==> src/rtl/instr_encoder_pkg.sv <==
// Op-class codes, MIPS opcode/funct constants and field-packing helpers
// shared by the instruction encoder and the main decoder / ALU control.
package instr_encoder_pkg;

    localparam logic [3:0] CLS_ADD   = 4'd0;
    localparam logic [3:0] CLS_SUB   = 4'd1;
    localparam logic [3:0] CLS_AND   = 4'd2;
    localparam logic [3:0] CLS_OR    = 4'd3;
    localparam logic [3:0] CLS_SLT   = 4'd4;
    localparam logic [3:0] CLS_ADDI  = 4'd5;
    localparam logic [3:0] CLS_SLTIU = 4'd6;
    localparam logic [3:0] CLS_ORI   = 4'd7;
    localparam logic [3:0] CLS_LUI   = 4'd8;
    localparam logic [3:0] CLS_LW    = 4'd9;
    localparam logic [3:0] CLS_SW    = 4'd10;
    localparam logic [3:0] CLS_BEQ   = 4'd11;
    localparam logic [3:0] CLS_BNE   = 4'd12;
    localparam logic [3:0] CLS_J     = 4'd13;
    localparam logic [3:0] CLS_JAL   = 4'd14;

    localparam logic [5:0] OP_RTYPE = 6'd0;
    localparam logic [5:0] OP_J     = 6'd2;
    localparam logic [5:0] OP_JAL   = 6'd3;
    localparam logic [5:0] OP_BEQ   = 6'd4;
    localparam logic [5:0] OP_BNE   = 6'd5;
    localparam logic [5:0] OP_ADDI  = 6'd8;
    localparam logic [5:0] OP_SLTIU = 6'd9;
    localparam logic [5:0] OP_ORI   = 6'd13;
    localparam logic [5:0] OP_LUI   = 6'd15;
    localparam logic [5:0] OP_LW    = 6'd35;
    localparam logic [5:0] OP_SW    = 6'd43;

    localparam logic [5:0] FN_ADD = 6'd32;
    localparam logic [5:0] FN_SUB = 6'd34;
    localparam logic [5:0] FN_AND = 6'd36;
    localparam logic [5:0] FN_OR  = 6'd37;
    localparam logic [5:0] FN_SLT = 6'd42;

    localparam logic [1:0] ST_IDLE = 2'd0;
    localparam logic [1:0] ST_RUN  = 2'd1;
    localparam logic [1:0] ST_FULL = 2'd2;

    function automatic logic [31:0] r_word(input logic [4:0] rs, input logic [4:0] rt,
                                           input logic [4:0] rd, input logic [5:0] fn);
        return {OP_RTYPE, rs, rt, rd, 5'd0, fn};
    endfunction

    function automatic logic [31:0] i_word(input logic [5:0] op, input logic [4:0] rs,
                                           input logic [4:0] rt, input logic [15:0] imm);
        return {op, rs, rt, imm};
    endfunction

endpackage

==> src/rtl/instr_encoder_pack.sv <==
// Combinational packer: op class plus register/immediate fields -> 32-bit MIPS word.
module instr_word_pack
    import instr_encoder_pkg::*;
(
    input  logic [3:0]  i_cls,
    input  logic [4:0]  i_rs,
    input  logic [4:0]  i_rt,
    input  logic [4:0]  i_rd,
    input  logic [15:0] i_imm,
    input  logic [25:0] i_target,
    output logic [31:0] o_word,
    output logic        o_illegal
);

    always_comb begin
        o_word    = 32'd0;
        o_illegal = 1'b0;
        case (i_cls)
            CLS_ADD:   o_word = r_word(i_rs, i_rt, i_rd, FN_ADD);
            CLS_SUB:   o_word = r_word(i_rs, i_rt, i_rd, FN_SUB);
            CLS_AND:   o_word = r_word(i_rs, i_rt, i_rd, FN_AND);
            CLS_OR:    o_word = r_word(i_rs, i_rt, i_rd, FN_OR);
            CLS_SLT:   o_word = r_word(i_rs, i_rt, i_rd, FN_SLT);
            CLS_ADDI:  o_word = i_word(OP_ADDI,  i_rs, i_rt, i_imm);
            CLS_SLTIU: o_word = i_word(OP_SLTIU, i_rs, i_rt, i_imm);
            CLS_ORI:   o_word = i_word(OP_ORI,   i_rs, i_rt, i_imm);
            // LUI has no source register; rs is encoded as zero
            CLS_LUI:   o_word = i_word(OP_LUI,   5'd0, i_rt, i_imm);
            CLS_LW:    o_word = i_word(OP_LW,    i_rs, i_rt, i_imm);
            CLS_SW:    o_word = i_word(OP_SW,    i_rs, i_rt, i_imm);
            CLS_BEQ:   o_word = i_word(OP_BEQ,   i_rs, i_rt, i_imm);
            CLS_BNE:   o_word = i_word(OP_BNE,   i_rs, i_rt, i_imm);
            CLS_J:     o_word = {OP_J,   i_target};
            CLS_JAL:   o_word = {OP_JAL, i_target};
            default:   o_illegal = 1'b1;
        endcase
    end

endmodule

==> src/rtl/instr_encoder.sv <==
// Instruction-memory writer: accepts symbolic instructions over valid/ready,
// encodes them and writes consecutive words starting at BASE_ADDR.
module instr_encoder
    import instr_encoder_pkg::*;
#(
    parameter int ADDR_W    = 8,
    parameter int BASE_ADDR = 0,
    parameter int DEPTH     = 256
) (
    input  logic              clk_i,
    input  logic              rst_i,
    input  logic              start_i,
    input  logic              clear_i,
    input  logic              valid_i,
    output logic              ready_o,
    input  logic [3:0]        cls_i,
    input  logic [4:0]        rs_i,
    input  logic [4:0]        rt_i,
    input  logic [4:0]        rd_i,
    input  logic [15:0]       imm_i,
    input  logic [25:0]       target_i,
    output logic              imem_we_o,
    output logic [ADDR_W-1:0] imem_addr_o,
    output logic [31:0]       imem_data_o,
    output logic [ADDR_W:0]   count_o,
    output logic              full_o,
    output logic              error_o
);

    localparam logic [ADDR_W:0]   DEPTH_C = (ADDR_W+1)'(DEPTH);
    localparam logic [ADDR_W-1:0] BASE_C  = ADDR_W'(BASE_ADDR);

    logic [1:0]        r_state, w_state_nx;
    logic [ADDR_W:0]   r_count, w_count_nx;
    logic              r_ready, w_ready_nx;
    logic              r_we, r_err;
    logic [ADDR_W-1:0] r_addr;
    logic [31:0]       r_data;
    logic [31:0]       w_word;
    logic              w_illegal, w_acc, w_wr;

    instr_word_pack u_pack (
        .i_cls    (cls_i),
        .i_rs     (rs_i),
        .i_rt     (rt_i),
        .i_rd     (rd_i),
        .i_imm    (imm_i),
        .i_target (target_i),
        .o_word   (w_word),
        .o_illegal(w_illegal)
    );

    // clear_i and start_i outrank the handshake, so an offered word is dropped then
    assign w_acc = valid_i & r_ready & ~clear_i & ~start_i;
    assign w_wr  = w_acc & ~w_illegal;

    always_comb begin
        w_state_nx = r_state;
        w_count_nx = r_count;
        if (clear_i) begin
            w_state_nx = ST_IDLE;
        end else if (start_i) begin
            w_state_nx = ST_RUN;
            w_count_nx = '0;
        end else begin
            if (w_wr)
                w_count_nx = r_count + (ADDR_W+1)'(1);
            if (r_state == ST_RUN && w_count_nx == DEPTH_C)
                w_state_nx = ST_FULL;
        end
        // ready looks ahead at the post-write count so no accept lands past DEPTH
        w_ready_nx = (w_state_nx == ST_RUN) && (w_count_nx < DEPTH_C);
    end

    always_ff @(posedge clk_i) begin
        if (!rst_i) begin
            r_state <= ST_IDLE;
            r_count <= '0;
            r_ready <= 1'b0;
            r_we    <= 1'b0;
            r_addr  <= BASE_C;
            r_data  <= 32'd0;
            r_err   <= 1'b0;
        end else begin
            r_state <= w_state_nx;
            r_count <= w_count_nx;
            r_ready <= w_ready_nx;
            r_we    <= w_wr;
            if (w_wr) begin
                r_addr <= BASE_C + r_count[ADDR_W-1:0];
                r_data <= w_word;
            end else if (start_i && !clear_i) begin
                r_addr <= BASE_C;
            end
            if (clear_i)
                r_err <= 1'b0;
            else if (w_acc && w_illegal)
                r_err <= 1'b1;
        end
    end

    assign ready_o     = r_ready;
    assign imem_we_o   = r_we;
    assign imem_addr_o = r_addr;
    assign imem_data_o = r_data;
    assign count_o     = r_count;
    assign full_o      = (r_state == ST_FULL);
    assign error_o     = r_err;

endmodule

==> config.mk <==
export PLATFORM = sky130hd
export DESIGN_NAME = instr_encoder
export DESIGN_NICKNAME = d
export VERILOG_FILES = /design/src/rtl/instr_encoder_pkg.sv /design/src/rtl/instr_encoder_pack.sv /design/src/rtl/instr_encoder.sv
export SDC_FILE = /design/constraint.sdc
export NUM_CORES = 1
export LEC_CHECK = 0
export BUFFER_PORTS_ARGS = -buffer_cell sky130_fd_sc_hd__buf_2
export CAP_MARGIN = 20
export CORE_MARGIN = 8
export CORE_UTILIZATION = 25
export CTS_CLUSTER_SIZE = 24
export DETAILED_ROUTE_END_ITERATION = 10
export GPL_ROUTABILITY_DRIVEN = 0
export MAX_ROUTING_LAYER = met4
export PLACE_DENSITY = 0.48
export SLEW_MARGIN = 30
export SYNTH_ARGS = -nofsm -noshare
export SYNTH_HDL_FRONTEND = slang
export SYNTH_SLANG_ARGS = --single-unit
==> constraint.sdc <==
create_clock -name clk_i -period 2.5 [get_ports clk_i]
set_input_delay 0.125 -clock clk_i [delete_from_list [all_inputs] [get_ports clk_i]]
set_output_delay 0.125 -clock clk_i [all_outputs]
set_load 0.01 [all_outputs]
==> metrics.md <==
| Metric | Value |
|---|---|
| Yosys top cell area share | `37.23%` |
| Final worst slack | `0.4605 ns` |
| Synth Warn # | `0` |
| Syn-to-layout area delta | `30.51%` |
| Unrepaired setup endpoints after global routing | `false` |
| Status | `finished, final reports clean` |
| Max-slew violations | `0` |
| Setup WS pre-CTS | `0.4125 ns` |
| Design Area, Final | `3720 µm²` |
| Mapped Area | `2850 µm²` |
| Worst-Skew Late Latency | `0.29 ns` |
| Hold_buf cts | `0` |
| Ant diodes | `0` |
| Tightest Pin Transition | `0.8673 ns` |
| Setup total negative slack | `0 ns` |
| Ys flop type | `dfxtp_1` |
| Final #Nets | `544` |
| Commonest non-fill, non-tap cells in the layout | `buf_2 (117), dfxtp_1 (53), nor2_1 (45)` |
| CP Class | `register to register` |
| Commonest non-fill, non-tap cell in the layout | `buf_2` |
| PortBufs | `117` |
| Period utilization | `81.58%` |
| Max FO, Critical Path | `41` |
| Synth top area cells | `dfxtp_1 (37%), a21oi_1 (6.5%), nor2_1 (5.9%)` |
| Post-route minimum period | `2.039 ns` |
| Pwr Density | `491.4 nW/µm²` |
| Cells after synthesis | `375` |
| Layout cell share with drive strength beyond 1 | `30.19%` |
| ANT nets after route | `0` |
| Core box area | `11,270 µm²` |
| Crit path required time | `2.66 ns` |
| Placement Cell Area | `3568 µm²` |
| I/O pin cnt | `119` |
| Yosys reg bits | `53` |
| First-pass GRT wire length | `15,480 µm` |
| Post CTS Setup Buffer Count | `0` |
| Final hold violation count | `0` |
| Reg clk slew, reported paths | `0.08 ns` |
| Die area | `15,070 µm²` |
| Post-cts sizing count | `0` |
| TritonCTS buffer count | `5` |
| Die width | `122.8 µm` |
| WL final | `9951 µm` |
| Total gr overflow | `0` |
| Max rail drop VDD | `0.3089 mV` |
| Leading area contributor after synthesis | `dfxtp_1` |
| Crit start category | `register` |
| Post-synth cell types | `50` |
| Num Clock Sinks | `53` |
| Cell row count | `39` |
| Initial DRC count | `267` |
| Vias in the first global route | `3,050` |
| Leak | `1.617 nW` |
| Vias per cell | `5.085` |
| Post-layout util | `33.00%` |
| Starting Density | `25.29%` |
| Hold Crit Class | `input pin to register` |
| Largest net degree at the start of global routing | `42` |
| Wire per inst | `16.05 µm` |
| Drt drc | `0` |
| Clk_skew | `0.006638 ns` |
| First drt pass iteration count | `5` |
| Max Clk Rate | `490.3 MHz` |
| Total of max-cap violations | `0` |
| Total Routing Usage GR | `13.27%` |
| Syn nets | `443` |
| Initial antenna violation count | `0` |
| Number of synthesized flops with an enable pin | `0` |
| Via count | `3,153` |
| Die height | `122.8 µm` |
| Final setup violation count | `0` |
| Clock Path Buffers | `2` |
| DP HPWL | `7594 µm` |
| Rel. slew slack | `41.97%` |
| Clk root buf | `clkbuf_16` |
| Crit path capture type | `register` |
| CP arrival | `2.20 ns` |
| Ys async rst share | `0%` |
| H-Tree Depth | `2` |
| CTS tree | `done` |
| Sequential area share after synthesis | `37.23%` |
| Synthesized area per cell | `7.601 µm²` |
-- cell usage after synthesis (all sizes together) (2+ instances only) --
master / instances
dfxtp: 53
nor2: 45
a21oi: 37
nand2: 34
o21ai: 34
clkbuf: 20
buf: 17
nand3: 16
a211oi: 11
inv: 11
a222oi: 10
nor3: 10
a221oi: 8
a31oi: 6
nand2b: 6
o221ai: 6
nand4: 5
maj3: 4
xnor2: 4
and2: 3
nor2b: 3
nor4: 3
xor2: 3
a22oi: 2
a311oi: 2
ha: 2
nor3b: 2
-- worst max-delay path: stages, from the launching register on --
cell and delay, ns:
dfxtp_1 0.35, nor4bb_2 0.32, nand2_1 0.15, inv_2 0.09, buf_4 0.35, a41oi_1 0.18
nor4_1 0.38, a21oi_1 0.11
-- flip-flops by register name, summed over array words and instances (netlist names) --
name,count
imem_data_o,31
imem_addr_o,8
count_o,9
ready_o,1
r_state,2
imem_we_o,1
error_o,1
-- where the power goes --
part	internal [mW]	switching [mW]	total [mW]	leakage, nW
Sequential	0.853	0.00512	0.858	0.428
Clock	0.379	0.338	0.717	0.0680
Combinational	0.106	0.147	0.253	1.12
-- final cells by class --
| cell class | count | area, µm² |
|---|---|---|
| fill | 1217 | 7552 |
| multi-input combinational | 274 | 1597 |
| sequential | 53 | 1061 |
| timing repair buffer | 131 | 690.7 |
| tap | 143 | 178.9 |
| clock buffer | 5 | 125.1 |
| inverter | 11 | 41.29 |
| clock inverter | 3 | 26.28 |
-- metrics by stage --
step | hold slack [ns] | cells | total power [mW]
CTS | 0.06805 | 620 | 1.859
global route | 0.09289 | 620 | 1.928
global placement | 0.3810 | 612 | 1.130
finish | 0.07619 | 620 | 1.828
detailed placement | 0.3827 | 612 | 1.132
floorplan | 0.2593 | 375 | 1.024
-- final timing paths --
check,depth (start not counted),from,slack (ns),end
worst max register to register,7,ready_o,0.46,r_state[0]
worst min register to register,2,imem_data_o[27],0.46,imem_data_o[27]
worst min-delay path,3,imm_i[2],0.08,imem_data_o[2]
worst max-delay path,7,ready_o,0.46,r_state[0]
-- layer usage --
layer / up-vias / track usage, % / wire length (µm)
li1: 1570 / - / -
met1: 1479 / 16.56 / 4440
met2: 100 / 21.71 / 4883
met3: 4 / 2.714 / 579
met4: 0 / 2.666 / 48
met5: - / - / 0
-- logic make-up after synthesis --
| family | synth area share, % |
|---|---|
| and+or+nand+nor | 22.48 |
| DFF | 37.23 |
| xor gates and xnor gates | 2.151 |
| adders and majority gates | 2.283 |
| AOI/OAI and AO/OA | 28.40 |
| other | 0.1316 |
| buffers and inverters | 6.980 |
| muxes | 0.3512 |
Power figures use the tool's default switching activity.
